===== config.mk =====
export PLATFORM = sky130hd
export DESIGN_NAME = sensor_seq_gen
export DESIGN_NICKNAME = d
export VERILOG_FILES = /design/src/rtl/sensor_seq_gen.sv
export SDC_FILE = /design/constraint.sdc
export NUM_CORES = 1
export LEC_CHECK = 0
export ABC_CLOCK_PERIOD_IN_PS = 3800
export BUFFER_PORTS_ARGS = -buffer_cell sky130_fd_sc_hd__buf_2
export CORE_UTILIZATION = 25
export CTS_CLUSTER_SIZE = 10
export DETAILED_ROUTE_END_ITERATION = 10
export GPL_TIMING_DRIVEN = 0
export PLACE_DENSITY = 0.46
export SLEW_MARGIN = 20
export SYNTH_ARGS = -nofsm -noshare
export SYNTH_HDL_FRONTEND = slang
export SYNTH_SLANG_ARGS = --single-unit
export TNS_END_PERCENT = 20

===== constraint.sdc =====
create_clock -name clk -period 3.8 [get_ports clk]
set_input_delay 0.76 -clock clk [delete_from_list [all_inputs] [get_ports clk]]
set_output_delay 0.76 -clock clk [all_outputs]
set_load 0.01 [all_outputs]

===== src/rtl/sensor_seq_gen.sv =====
// Emits entry (10,11,01,00) or exit (01,11,10,00) phase sequences on a/b, each phase held HOLD_CYCLES; start->P1 in 1 cycle.
// One-deep pending slot absorbs a start while busy (ready drops); further starts are dropped until it launches.
module sensor_seq_gen #(
  parameter int HOLD_CYCLES = 1,
  parameter int CNT_W       = 8
) (
  input  logic             clk,
  input  logic             reset,
  input  logic             start,
  input  logic             dir,
  output logic             ready,
  output logic             busy,
  output logic             done,
  output logic             a,
  output logic             b,
  output logic [CNT_W-1:0] enter_sent,
  output logic [CNT_W-1:0] exit_sent
);

  localparam int HW = $clog2(HOLD_CYCLES + 1);
  localparam logic [HW-1:0] HOLD_LD = HW'(HOLD_CYCLES - 1);
  localparam logic [HW-1:0] HOLD_ONE = HW'(1);
  localparam logic [CNT_W-1:0] CNT_ONE = CNT_W'(1);

  typedef enum logic [2:0] {
    S_IDLE = 3'd0,
    S_P1   = 3'd1,
    S_P2   = 3'd2,
    S_P3   = 3'd3,
    S_P4   = 3'd4
  } state_t;

  state_t          state, nxt_state;
  logic [HW-1:0]   hold_cnt, nxt_cnt;
  logic            cur_dir, nxt_dir;
  logic            pend_vld, nxt_pend_vld;
  logic            pend_dir, nxt_pend_dir;
  logic            phase_end;
  logic            seq_end;

  // Line pattern for a phase; direction only swaps which beam leads and trails.
  function automatic logic [1:0] phase_ab(input state_t s, input logic d);
    case (s)
      S_P1:    phase_ab = d ? 2'b01 : 2'b10;
      S_P2:    phase_ab = 2'b11;
      S_P3:    phase_ab = d ? 2'b10 : 2'b01;
      default: phase_ab = 2'b00;
    endcase
  endfunction

  always_comb begin
    nxt_state    = state;
    nxt_dir      = cur_dir;
    nxt_pend_vld = pend_vld;
    nxt_pend_dir = pend_dir;
    phase_end    = (hold_cnt == '0);
    seq_end      = 1'b0;
    nxt_cnt      = phase_end ? hold_cnt : hold_cnt - HOLD_ONE;

    if (state inside {S_P1, S_P2, S_P3, S_P4} && start && !pend_vld) begin
      nxt_pend_vld = 1'b1;
      nxt_pend_dir = dir;
    end

    case (state)
      S_IDLE: begin
        if (start) begin
          nxt_state = S_P1;
          nxt_dir   = dir;
          nxt_cnt   = HOLD_LD;
        end
      end
      S_P1: begin
        if (phase_end) begin
          nxt_state = S_P2;
          nxt_cnt   = HOLD_LD;
        end
      end
      S_P2: begin
        if (phase_end) begin
          nxt_state = S_P3;
          nxt_cnt   = HOLD_LD;
        end
      end
      S_P3: begin
        if (phase_end) begin
          nxt_state = S_P4;
          nxt_cnt   = HOLD_LD;
        end
      end
      S_P4: begin
        if (phase_end) begin
          seq_end = 1'b1;
          // A start landing in the last P4 cycle launches straight away, same as a pending one.
          if (pend_vld) begin
            nxt_state    = S_P1;
            nxt_dir      = pend_dir;
            nxt_cnt      = HOLD_LD;
            nxt_pend_vld = 1'b0;
          end else if (start) begin
            nxt_state    = S_P1;
            nxt_dir      = dir;
            nxt_cnt      = HOLD_LD;
            nxt_pend_vld = 1'b0;
          end else begin
            nxt_state = S_IDLE;
          end
        end
      end
      default: begin
        nxt_state    = S_IDLE;
        nxt_cnt      = '0;
        nxt_pend_vld = 1'b0;
      end
    endcase
  end

  // Outputs are flops loaded from next-state so they line up with the state they describe.
  always_ff @(posedge clk or posedge reset) begin
    if (reset) begin
      state      <= S_IDLE;
      hold_cnt   <= '0;
      cur_dir    <= 1'b0;
      pend_vld   <= 1'b0;
      pend_dir   <= 1'b0;
      a          <= 1'b0;
      b          <= 1'b0;
      busy       <= 1'b0;
      done       <= 1'b0;
      ready      <= 1'b1;
      enter_sent <= '0;
      exit_sent  <= '0;
    end else begin
      state    <= nxt_state;
      hold_cnt <= nxt_cnt;
      cur_dir  <= nxt_dir;
      pend_vld <= nxt_pend_vld;
      pend_dir <= nxt_pend_dir;
      {a, b}   <= phase_ab(nxt_state, nxt_dir);
      busy     <= (nxt_state != S_IDLE);
      done     <= (nxt_state == S_P4) && (nxt_cnt == '0);
      ready    <= !nxt_pend_vld;
      if (seq_end) begin
        if (cur_dir) exit_sent  <= exit_sent + CNT_ONE;
        else         enter_sent <= enter_sent + CNT_ONE;
      end
    end
  end

endmodule


==> run_results.csv <==
group,metric,value,unit
sta,worst_pin_slew,594,ps
synth,yosysUniqueCellTypes,35,
cells_and_area,drive_gt1_share,32.8,%
routing,drt-initial-drc-count,49,
sta,finalWorstPathRequiredPeriod,1670,ps
synth,synth_area_leaders,"dfrtp_1 52%, xnor2_1 6.4%, xor2_1 4.2%, nand3_1 2.4%, nor2_1 2.4%",
synth,async_flop_share,100,%
cts,ctsHoldBuffers,0,
synth,yosys.area.top_type,"dfrtp_1",
cells_and_area,final_area,1490,um^2
cts,tritoncts,"built",
routing,postRouteAntennaNets,0,
sta,rsz0062_at_grt,"false",
floorplan,start_util,26.1,%
global_routing,first_global_vias,816,
cells_and_area,finalNetCount,138,
routing,wl_per_cell,11.2,um
synth,synth-edff-count,0,
cts,cts.repair.resized,0,
sta,fin_crit_sh,43.9,%
outcome,status,"finished, final reports clean",
placed_design,port_buffers,24,
cts,clk-insertion-delay-late,270,ps
global_routing,grtUsageTotal,9.54,%
floorplan,ios,25,
cells_and_area,final_core_util,31.3,%
global_routing,antenna_found_initial,0,
cts,path_clk_slew,90,ps
cts,cts_setup_buffers,0,
pwr,max-vdd-ir-drop,0.281,mV
floorplan,dieArea,5250,um^2
routing,dr.pass1.iters,4,
setup_path,worstSetupEndpointType,"flop",
sta,final_hold_viol_count,0,
synth,synth_top_area_share,52.4,%
synth,avgSynthCellArea,12.1,um^2
floorplan,fp-row-count,25,
routing,dr_total_vias,822,
setup_path,worstPathRequired,3950,ps
placed_design,place_congestion,0.762,
sta,finalClockSkew,1.68,ps
placed_design,dp_slack,1830,ps
pwr,cellPowerDensity,684,nW/um^2
synth,yosysWarnings,0,
cts,numClockSinks,27,
synth,ys_seq_area_share,54.5,%
setup_path,worstSetupStartpointType,"input port",
routing,wl,2.22,mm
run,maxCapViolations,0,
placed_design,postPlaceCellArea,1450,um^2
global_routing,grt_overflow,0,
cts,clk_path_buf_depth,2,
synth,netlist_instances,103,
synth,netlist_area,1240,um^2
cells_and_area,area_growth,20.1,%
cells_and_area,antenna_cells,0,
pwr,p_leak,0.730,nW
setup_path,critPathKind,"input port to flop",
sta,max_freq,600,MHz
cells_and_area,nFillCells,517,
floorplan,core,4750,um^2
hold_path,hold_path.class,"flop to flop",
routing,routed_via_density,4.15,
setup_path,critPathMaxFanout,6,
synth,synthFlopType,"dfrtp_1",
sta,fin_ws,2130,ps
cells_and_area,largestRegisters,"enter_sent x8, exit_sent x8, state x3",
global_routing,grt_max_degree,28,
placed_design,place_hpwl,1.60,mm
floorplan,dieHeight,72.5,um
cts,numCtsBuffers,3,
global_routing,grt_pass1_wl,3.84,mm
sta,setup_viol,0,
routing,drc,0,
synth,ys_ff_latch,27,
sta,slew_viol_final,0,
cts,cts-root-buf,"clkbuf_8",
sta,tns,0,ps
synth,syn_nets,109,
cts,htree_levels,1,
setup_path,crit_arrival,1820,ps
floorplan,die_x,72.5,um
sta,timing.slew.headroom,60.4,%
cells by family after synthesis:
family | count (synthesis) | share of synthesized area (%)
AOI/OAI and AO/OA | 9 | 5.34
xor gates and xnor gates | 16 | 11.9
adders and majority gates | 2 | 2.02
buffers and inverters | 9 | 3.83
DFF | 27 | 54.5
muxes | 4 | 3.93
and+or+nand+nor | 36 | 18.4
layout by cell type, fill, tap and decap left out, types with 2 or more instances in the layout:
| master | netlist | final |
|---|---|---|
| inv_1 | 5 | 4 |
| nand4_1 | 4 | 4 |
| mux2_2 | 2 | 2 |
| nand2b_1 | 4 | 4 |
| nor2_1 | 8 | 8 |
| clkbuf_8 | 0 | 3 |
| buf_2 | 2 | 26 |
| o21ai_0 | 2 | 2 |
| dfrtp_1 | 26 | 26 |
| xnor2_1 | 9 | 9 |
| nand2_1 | 4 | 4 |
| ha_1 | 2 | 2 |
| nand3_1 | 6 | 6 |
| o2bb2ai_1 | 2 | 2 |
| xor2_1 | 6 | 6 |
worst max-delay path: stages:
cell and delay [ps]:
buf_2 130, mux2_2 340, o2111ai_1 270, nand3_1 170
o2bb2ai_1 150
cells in the mapped netlist, types with 2 or more instances:
| cell type | number |
|---|---|
| dfrtp_1 | 26 |
| xnor2_1 | 9 |
| nor2_1 | 8 |
| nand3_1 | 6 |
| xor2_1 | 6 |
| inv_1 | 5 |
| nand2_1 | 4 |
| nand2b_1 | 4 |
| nand4_1 | 4 |
| buf_2 | 2 |
| ha_1 | 2 |
| mux2_2 | 2 |
| o21ai_0 | 2 |
| o2bb2ai_1 | 2 |
per-layer routing:
metal | track usage (%) | share of wire, % | vias to the layer above
li1 | - | - | 404
met1 | 12.9 | 49 | 398
met2 | 14.7 | 46 | 18
met3 | 3.33 | 4.4 | 2
met4 | 1.96 | 0.72 | 0
met5 | 0 | 0 | -
final cells by class:
cell class                      instances  area [um^2]  area share [%]
Timing Repair Buffer                   24          120            8.06
Clock buffer                            4         45.0            3.02
Sequential cell                        27          677            45.4
Multi-Input combinational cell         67          517            34.7
Buffer                                  4         28.8            1.93
Tap cell                               67         83.8            5.63
Inverter                                5         18.8            1.26
final timing paths:
kind | from | endpoint | slack (ps) | depth (start not counted)
min in group asynchronous | reset | exit_sent[7]$_DFFE_PP0P_ | 550 | 2
min reg2reg | enter_sent[7]$_DFFE_PP0P_ | enter_sent[7]$_DFFE_PP0P_ | 460 | 1
min | enter_sent[7]$_DFFE_PP0P_ | enter_sent[7]$_DFFE_PP0P_ | 460 | 1
max | start | b$_DFF_PP0_ | 2130 | 5
max reg2reg | state[0]$_DFF_PP0_ | pend_dir$_DFFE_PP0P_ | 2140 | 6
max in group asynchronous | reset | exit_sent[3]$_DFFE_PP0P_ | 2870 | 2
where the power goes:
part	internal (W)	switching [W]	leakage, nW
sequential	0.000381	0.0000801	0.347
combinational	0.000183	0.000214	0.361
clock	0.0000750	0.0000857	0.0228
total	0.000639	0.000380	0.730
metrics by stage:
step / power, W / hold WS, ps / std cells
CTS: 0.00104 / 470 / 198
finish: 0.00102 / 461 / 198
detailed placement: 0.000868 / 457 / 194
global placement: 0.000858 / 454 / 194
floorplan: 0.000745 / 473 / 103
global route: 0.00110 / 496 / 198
Power figures use the tool's default switching activity.
